`src/rtl/bsg_axil_rd_arbiter.sv`:
```
// Round-robin arbiter sharing one AXI-Lite read slave among num_masters_p read masters.
// Optional watchdog and SLVERR completion enabled by defining BSG_AXIL_RD_ARB_TIMEOUT_EN.
module bsg_axil_rd_arbiter #(
  parameter int num_masters_p = 2,
  parameter int timeout_p     = 1024
) (
  input  logic                                   clk_i,
  input  logic                                   reset_n_i,
  input  logic [num_masters_p-1:0][31:0]         araddr_i,
  input  logic [num_masters_p-1:0]               arvalid_i,
  output logic [num_masters_p-1:0]               arready_o,
  output logic [31:0]                            rdata_o,
  output logic [1:0]                             rresp_o,
  output logic [num_masters_p-1:0]               rvalid_o,
  input  logic [num_masters_p-1:0]               rready_i,
  output logic [31:0]                            m_araddr_o,
  output logic                                   m_arvalid_o,
  input  logic                                   m_arready_i,
  input  logic [31:0]                            m_rdata_i,
  input  logic [1:0]                             m_rresp_i,
  input  logic                                   m_rvalid_i,
  output logic                                   m_rready_o,
  output logic [$clog2(num_masters_p)-1:0]       grant_o,
  output logic                                   busy_o
);

  localparam int lg_masters_lp = $clog2(num_masters_p);

  typedef logic [lg_masters_lp-1:0] idx_t;
  typedef logic [lg_masters_lp:0]   wide_t;

  typedef enum logic [1:0] {
    IDLE = 2'd0,
    ADDR = 2'd1,
    DATA = 2'd2,
    ERR  = 2'd3
  } state_e;

  state_e      state_q, state_d;
  idx_t        last_q,  last_d;
  idx_t        grant_q, grant_d;
  logic [31:0] addr_q,  addr_d;

  idx_t        pick;
  logic        any_req;

  assign any_req = |arvalid_i;

  // Round-robin search starting one past the last master served, wrapping at num_masters_p.
  always_comb begin : rr_pick
    wide_t sum;
    logic  found;
    // NOTE: every combinational output gets a default first, so no path can infer a latch.
    pick  = grant_q;
    found = 1'b0;
    sum   = '0;
    for (int i = 1; i <= num_masters_p; i++) begin
      sum = {1'b0, last_q} + wide_t'(i);
      if (sum >= wide_t'(num_masters_p)) begin
        sum = sum - wide_t'(num_masters_p);
      end
      if (!found && arvalid_i[idx_t'(sum)]) begin
        pick  = idx_t'(sum);
        found = 1'b1;
      end
    end
  end

`ifdef BSG_AXIL_RD_ARB_TIMEOUT_EN
  localparam int cnt_w_lp = $clog2(timeout_p) + 1;
  typedef logic [cnt_w_lp-1:0] cnt_t;

  cnt_t cnt_q, cnt_d;
  logic timeout_hit;

  assign timeout_hit = (cnt_q == cnt_t'(timeout_p - 1));
`else
  logic unused_timeout;
  assign unused_timeout = (timeout_p > 0);
`endif

  always_comb begin
    state_d     = state_q;
    last_d      = last_q;
    grant_d     = grant_q;
    addr_d      = addr_q;
    arready_o   = '0;
    rvalid_o    = '0;
    rdata_o     = '0;
    rresp_o     = '0;
    m_araddr_o  = '0;
    m_arvalid_o = 1'b0;
    m_rready_o  = 1'b0;
    grant_o     = grant_q;

    case (state_q)
      IDLE: begin
        // Sink any stray slave response while no transaction is outstanding.
        m_rready_o = 1'b1;
        grant_o    = pick;
        if (any_req) begin
          arready_o[pick] = 1'b1;
          addr_d          = araddr_i[pick];
          grant_d         = pick;
          state_d         = ADDR;
        end
      end

      ADDR: begin
        m_arvalid_o = 1'b1;
        m_araddr_o  = addr_q;
        if (m_arready_i) begin
          state_d = DATA;
        end
      end

      DATA: begin
        rvalid_o[grant_q] = m_rvalid_i;
        rdata_o           = m_rdata_i;
        rresp_o           = m_rresp_i;
        m_rready_o        = rready_i[grant_q];
        if (m_rvalid_i && rready_i[grant_q]) begin
          last_d  = grant_q;
          state_d = IDLE;
        end
      end

`ifdef BSG_AXIL_RD_ARB_TIMEOUT_EN
      ERR: begin
        rvalid_o[grant_q] = 1'b1;
        rdata_o           = {16'hDEAD, addr_q[15:0]};
        rresp_o           = 2'b10;
        m_rready_o        = 1'b1;
        if (rready_i[grant_q]) begin
          last_d  = grant_q;
          state_d = IDLE;
        end
      end
`endif

      default: begin
        state_d = IDLE;
      end
    endcase

`ifdef BSG_AXIL_RD_ARB_TIMEOUT_EN
    // A completed handshake in the same cycle wins over the watchdog.
    if ((state_q == ADDR || state_q == DATA) && state_d != IDLE && timeout_hit) begin
      state_d = ERR;
    end
`endif
  end

`ifdef BSG_AXIL_RD_ARB_TIMEOUT_EN
  always_comb begin
    cnt_d = cnt_q;
    if (state_q == IDLE && state_d == ADDR) begin
      cnt_d = '0;
    end else if (state_q == ADDR || state_q == DATA) begin
      cnt_d = cnt_q + cnt_t'(1);
    end
  end

  always_ff @(posedge clk_i or negedge reset_n_i) begin
    if (!reset_n_i) begin
      cnt_q <= '0;
    end else begin
      cnt_q <= cnt_d;
    end
  end
`endif

  assign busy_o = (state_q != IDLE);

  // NOTE: sequential state uses non-blocking assignments so every flop samples pre-edge values.
  always_ff @(posedge clk_i or negedge reset_n_i) begin
    if (!reset_n_i) begin
      state_q <= IDLE;
      last_q  <= idx_t'(num_masters_p - 1);
      grant_q <= '0;
      addr_q  <= '0;
    end else begin
      state_q <= state_d;
      last_q  <= last_d;
      grant_q <= grant_d;
      addr_q  <= addr_d;
    end
  end

endmodule

```
`config.mk`:
```
export PLATFORM = sky130hd
export DESIGN_NAME = bsg_axil_rd_arbiter
export DESIGN_NICKNAME = d
export VERILOG_FILES = /design/src/rtl/bsg_axil_rd_arbiter.sv
export SDC_FILE = /design/constraint.sdc
export NUM_CORES = 1
export LEC_CHECK = 0
export ABC_CLOCK_PERIOD_IN_PS = 1600
export CAP_MARGIN = 10
export CORE_MARGIN = 5
export CORE_UTILIZATION = 57
export DETAILED_ROUTE_END_ITERATION = 10
export DONT_BUFFER_PORTS = 1
export PLACE_DENSITY_LB_ADDON = 0.2
export SYNTH_ARGS = -nofsm -noshare
export SYNTH_HDL_FRONTEND = slang
export SYNTH_SLANG_ARGS = --single-unit
```
`constraint.sdc`:
```
create_clock -name clk_i -period 1.6 [get_ports clk_i]
set_input_delay 0.24 -clock clk_i [delete_from_list [all_inputs] [get_ports clk_i]]
set_output_delay 0.24 -clock clk_i [all_outputs]
set_load 0.02 [all_outputs]
```
==> metrics.cfg, run 1 <==
[floorplan]
die_w_um = 70.7
io_pins = 180
dieArea_um2 = 4990
fp.dieH_um = 70.7
initial_core_util = 0.582
fp.coreArea_um2 = 3610
rows = 22

[pwr]
p_comb_frac = 0.625
p_seq_frac = 0.264
power_density_nw_per_um2 = 2160
switching_power_mw = 2.55
clkPwrFrac = 0.111
ir_drop_uv = 1360
p_leak_nw = 1.41
intPower_mw = 3.62
switching_share = 0.413

[detailed_routing]
drc = 0
dr_total_vias = 1887
drt-initial-drc-count = 111
ant_nets = 0
vias_per_cell = 6.67
wl_um = 7450
dr.pass1.iters = 4
wl_per_cell_um = 26.3

[clock_tree]
clock_sinks = 36
cts-buffers-inserted = 5
cts_tree = yes
cts.reportedPaths.clkPinSlew_ns = 0.07
ctsRootBufferMaster = clkbuf_8
worstSkewPairLatency_ns = 0.28
htreeDepth = 2
max-clock-path-buffers = 2

[yosys]
synth_compound_area_frac = 0.184
muxShareOfSynthArea = 0
synth_top_family_by_area = simple AND/OR/NAND/NOR gates
synth_cell_types = 22
avgSynthCellArea_um2 = 9.89
synth_top_area_cell = dfrtp_1
synth-simple-area-share = 0.331
yosysSeqAreaShare = 0.430
synth_fa_ha_area_frac = 0
synthCells = 212
synth-warning-count = 0
synth_fp_nets = 318
syn_area_um2 = 2100
synth-seq-cells = 36
synth-xor-area-share = 0
synth_area_leaders = dfrtp_1 42%, and2_1 20%, a221o_1 15%
synth_top_area_frac = 0.418

[worst_setup_path]
rrSetupSlack_ns = 0.06
critPathKind = flip-flop to output pin
worstPathMaxFanout = 18
path_cells = buf_6 > nor2b_4 > buf_6 > buf_12 > and2_4
cp_common_cell = buf_6
rr_endpoint = last_q
r2r_cells = 7
end_kind = output pin
cp_top_family = buffers and inverters
cpPeakStageDelay_ns = 0.41
critPathArrivalTime_ns = 1.51
slowest_stage = dfrtp_1
r2r_start = state_q[1]
cp-start-kind = flip-flop
critPathBufInv = 3
cp.required_ns = 1.36

[global_routing]
antenna_found_initial = 0
grt_pass1_vias = 1932
grt_max_degree = 37
grt_overflow_total = 0
grt_pass1_wl_um = 10200
track_usage = 0.258

[layout]
drive_above_1_share = 0.528
area_growth_pct = 36.2
diodes = 0
fin_util = 0.792
final_area_um2 = 2860
n_fill_cell = 223
layout.nets = 341
stdcell_count = 283

[timing]
setup_viol = 68
fmax_mhz = 573
finalClockSkew_ns = 0.00718
hold_violations = 0
fin_crit_ns = 1.75
maxSlewViolCount = 0
rsz0062_at_grt = yes
slew_headroom = 0.720
finalCritPeriodShare = 1.09
worst_slew_pin_slew_ns = 0.418
fin_ws_ns = -0.145
finalHoldWorstSlack_ns = 0.0245

[run]
cap_violations = 0

[worst_hold_path]
min_to = last_q
hold_class = input port to flip-flop
hold_start = m_rvalid_i
hold_path_depth = 1

[placed_design]
place_congestion = 0.780
portBuffers = 0
place_inst = 255
hpwl_um = 4680
place_area_um2 = 2200

[run_status]
violations = negative setup slack
status = complete, but fails checks

==> state kept, by name (all words and copies together) (netlist names) <==
register	cells
addr_q	32
grant_q	1
state_q	2
last_q	1
==> per-layer routing <==
layer,track usage,up-vias,wire [um]
met5,0,-,0
met4,0.0605,0,147
met3,0.102,14,803
met2,0.457,130,3970
met1,0.293,927,2530
li1,-,816,-
==> layout make-up <==
class / instances / area (um2) / area share
Timing Repair Buffer: 35 / 454 / 0.159
Tap cell: 48 / 60.1 / 0.0210
Sequential cell: 36 / 903 / 0.316
Clock buffer: 7 / 96.3 / 0.0337
Multi-Input combinational cell: 155 / 1330 / 0.467
Inverter: 2 / 7.51 / 0.00263
==> layout by cell type (no fill, tap or decap), types with 2 or more instances in the layout <==
cell type / netlist / routed
and3_1: 34 / 32
and3_4: 0 / 2
nor2b_4: 0 / 2
buf_12: 0 / 5
nor2_1: 3 / 3
buf_6: 4 / 9
a21boi_4: 0 / 2
dfrtp_1: 35 / 34
clkbuf_16: 0 / 2
a221o_1: 32 / 32
and2_4: 0 / 67
o21ai_0: 2 / 2
bufbuf_16: 0 / 2
clkbuf_8: 0 / 7
buf_4: 0 / 15
==> per-stage QoR <==
stage	TNS, ns	power, mW	setup slack (ns)
floorplan	0	3.67	0.0312
global placement	-0.438	4.17	-0.208
detailed placement	-1.15	4.25	-0.272
CTS	-3.98	5.63	-0.101
global route	-9.66	6.48	-0.214
finish	-5.56	6.17	-0.145
==> power by group through the flow <==
| stage | Clock [mW] | Combinational, mW | Sequential, mW |
|---|---|---|---|
| finish | 0.688 | 3.86 | 1.63 |
| global route | 0.745 | 4.06 | 1.68 |
| CTS | 0.692 | 3.35 | 1.59 |
| detailed placement | 0 | 2.66 | 1.59 |
| global placement | 0 | 2.60 | 1.57 |
| floorplan | 0 | 2.13 | 1.53 |
==> cells in the mapped netlist, drive strengths merged <==
cell    number
and3        34
nor2         4
dfstp        1
inv          2
a21boi       1
nand2        2
a21o         2
a21oi        1
a31oi        1
a221o       32
dfrtp       35
a311oi       1
nand2b       1
clkbuf      14
o21ai        3
and2        68
buf          6
nor2b        3
a22o         1
==> timing repair <==
action | 4_1_cts | 5_1_grt
resized for setup | 113 | 53
pin swaps | 4 | 40
setup endpoints to repair | 104 | 89
endpoints found under the hold margin | 36 | 0
hold buffers | 2 | 0
setup buffers | 7 | 6
gates cloned | 5 | 2
==> how the worst max path moves through the flow <==
stage | endpoint | start | slack, ns | cells past startpoint
floorplan | grant_o | last_q | 0.03 | 4
global placement | grant_o | last_q | -0.21 | 3
detailed placement | grant_o | last_q | -0.27 | 3
CTS | rvalid_o[0] | state_q[1] | -0.10 | 6
global route | rdata_o[15] | state_q[1] | -0.21 | 5
finish | rdata_o[15] | state_q[1] | -0.15 | 5
==> kinds of logic after synthesis <==
family                 Yosys count
AOI/OAI and AO/OA               42
buffers and inverters           22
and+or+nand+nor                112
DFF                             36
Power figures use the tool's default switching activity.
==> run 2, diff against run 1 <==
--- a/config.mk
+++ b/config.mk
@@ -7,8 +7,10 @@
 export LEC_CHECK = 0
 export ABC_CLOCK_PERIOD_IN_PS = 1600
 export CAP_MARGIN = 10
+export CELL_PAD_IN_SITES_DETAIL_PLACEMENT = 0
+export CELL_PAD_IN_SITES_GLOBAL_PLACEMENT = 1
 export CORE_MARGIN = 5
-export CORE_UTILIZATION = 57
+export CORE_UTILIZATION = 43
 export DETAILED_ROUTE_END_ITERATION = 10
 export DONT_BUFFER_PORTS = 1
 export PLACE_DENSITY_LB_ADDON = 0.2
==> constraint.sdc (replaced) <==
create_clock -name clk_i -period 1.6 [get_ports clk_i]
set_input_delay 0.32 -clock clk_i [delete_from_list [all_inputs] [get_ports clk_i]]
set_output_delay 0.32 -clock clk_i [all_outputs]
set_load 0.02 [all_outputs]
==> run 2 against run 1 <==
Against the previous run: the run still ends with negative setup slack left; die area up 28%; combinational power up 3%; sequential cell count did not move; design area decreased by 0.44%; setup slack worse by 0.029 ns; sequential power is essentially flat; routed wire length rose by 11%; utilization down 19 points; register-to-register slack got worse by 0.09 ns.
==> metrics.cfg, run 2 (synthesis gave the netlist of run 1 again) <==
[run_status]
status = complete, but fails checks
violations = negative setup slack

[floorplan]
fp.coreArea_um2 = 4720
fp.dieH_um = 79.8
io_pins = 180
die_w_um = 79.8
dieArea_um2 = 6370
rows = 25
initial_core_util = 0.444

[global_routing]
track_usage = 0.234
grt_pass1_wl_um = 11200
grt_max_degree = 40
grt_pass1_vias = 1941
grt_overflow_total = 0
antenna_found_initial = 0

[pwr]
power_mw = 6.27
power_density_nw_per_um2 = 2200
p_leak_nw = 1.38
ir_drop_uv = 948

[worst_setup_path]
slowest_stage = dfrtp_1
worstPathMaxFanout = 8
cpPeakStageDelay_ns = 0.41
rrSetupSlack_ns = -0.03
end_kind = output pin
path_cells = nor2b_4 > clkbuf_16 > and2_4
cp-start-kind = flip-flop
r2r_cells = 7
critPathKind = flip-flop to output pin
cp.required_ns = 1.28
critPathArrivalTime_ns = 1.45

[layout]
largest-register = addr_q
largest_reg_flops = 32
layout.nets = 339
area_growth_pct = 35.6
largest_registers = addr_q (32), state_q (2)
fin_util = 0.602
diodes = 0
drive_above_1_share = 0.513
final_cell_mix = 34 x and2_4, 34 x dfrtp_1, 33 x and2_2

[timing]
worst_slew_pin_slew_ns = 0.368
slew_headroom = 0.754
hold_violations = 0
fin_ws_ns = -0.174
rsz0062_at_grt = yes
maxSlewViolCount = 0
finalClockSkew_ns = 0.00413
finalCritPeriodShare = 1.11
fin_crit_ns = 1.77
finalHoldWorstSlack_ns = 0.104
fmax_mhz = 564
setup_viol = 92

[detailed_routing]
drc = 0
wl_per_cell_um = 27.3
ant_nets = 0
dr_total_vias = 1884
vias_per_cell = 6.26
drt-initial-drc-count = 106
dr.pass1.iters = 4
wl_um = 8230

[placed_design]
portBuffers = 0
hpwl_um = 5320
place_congestion = 0.861
pre_cts_ws_ns = -0.00168

[clock_tree]
max-clock-path-buffers = 2
htreeDepth = 2
ctsRootBufferMaster = clkbuf_8
clock_sinks = 36
worstSkewPairLatency_ns = 0.28
cts-buffers-inserted = 5
cts.reportedPaths.clkPinSlew_ns = 0.07
cts_tree = yes

[worst_hold_path]
hold_path_depth = 1
hold_class = input port to flip-flop

[run]
cap_violations = 0

## run 2: cell types whose count changed in the layout (fill, tap and decap cells not counted), moves of 2 or more
cell / previous run / this run
buf_16: 0 / 2
and2_2: 0 / 33
a21boi_4: 2 / 0
and2_4: 67 / 34
buf_6: 9 / 11
clkbuf_16: 2 / 4
buf_4: 15 / 10
## run 2: power breakdown
group | switching [mW] | internal, mW | leakage [nW] | total, mW
Sequential | 0.289 | 1.35 | 0.441 | 1.64
Clock | 0.319 | 0.350 | 0.0445 | 0.669
Combinational | 2.04 | 1.92 | 0.895 | 3.96
## run 2: layout make-up
class	instances	area, um2
Fill cell	378	1880
Timing Repair Buffer	34	497
Sequential cell	36	903
Tap cell	67	83.8
Clock inverter	1	7.51
Clock buffer	7	86.3
Inverter	2	10.0
Multi-Input combinational cell	154	1250
## run 2: stage by stage
stage	TNS (ns)	cells	area (um2)
floorplan	0	212	2100
global placement	0	271	2220
detailed placement	-0.00168	271	2220
CTS	-8.40	292	2640
global route	-14.45	301	2840
finish	-8.58	301	2840
## run 2: critical path, delay by kind of cell, from the launching register on
family	cells	cell delay, ns
buffers and inverters	1	0.23
AND/OR/NAND/NOR	2	0.52
flip-flops	1	0.41
## run 2: final timing paths
path,startpoint,end
max,state_q[1],m_araddr_o[5]
max in group asynchronous,reset_n_i,last_q
max reg2reg,state_q[1],addr_q[21]
min,m_rvalid_i,last_q
min in group asynchronous,reset_n_i,addr_q[22]
min reg2reg,addr_q[26],addr_q[26]
## run 2: per-layer routing
metal	vias up	GRT usage	part of all wire
met4	0	0.0912	0.026
met5	-	0	0
met2	144	0.405	0.51
li1	814	-	-
met1	908	0.263	0.37
met3	18	0.0813	0.094
## run 2: timing repair
| item | 4_1_cts | 5_1_grt |
|---|---|---|
| endpoints found under the setup margin | 72 | 85 |
| cloned | 3 | 6 |
| setup buffers | 8 | 3 |
| hold endpoints to repair | 36 | 0 |
| pin swaps | 11 | 16 |
| hold buffers | 2 | 0 |
| resized for setup | 88 | 36 |
==> run 3, diff against run 2 <==
--- a/config.mk
+++ b/config.mk
@@ -6,7 +6,7 @@
 export NUM_CORES = 1
 export LEC_CHECK = 0
 export ABC_CLOCK_PERIOD_IN_PS = 1600
-export CAP_MARGIN = 10
+export CAP_MARGIN = 25
 export CELL_PAD_IN_SITES_DETAIL_PLACEMENT = 0
 export CELL_PAD_IN_SITES_GLOBAL_PLACEMENT = 1
 export CORE_MARGIN = 5
==> results of run 3 <==
The final DEF is identical to that of run 2; final timing and power are the same.
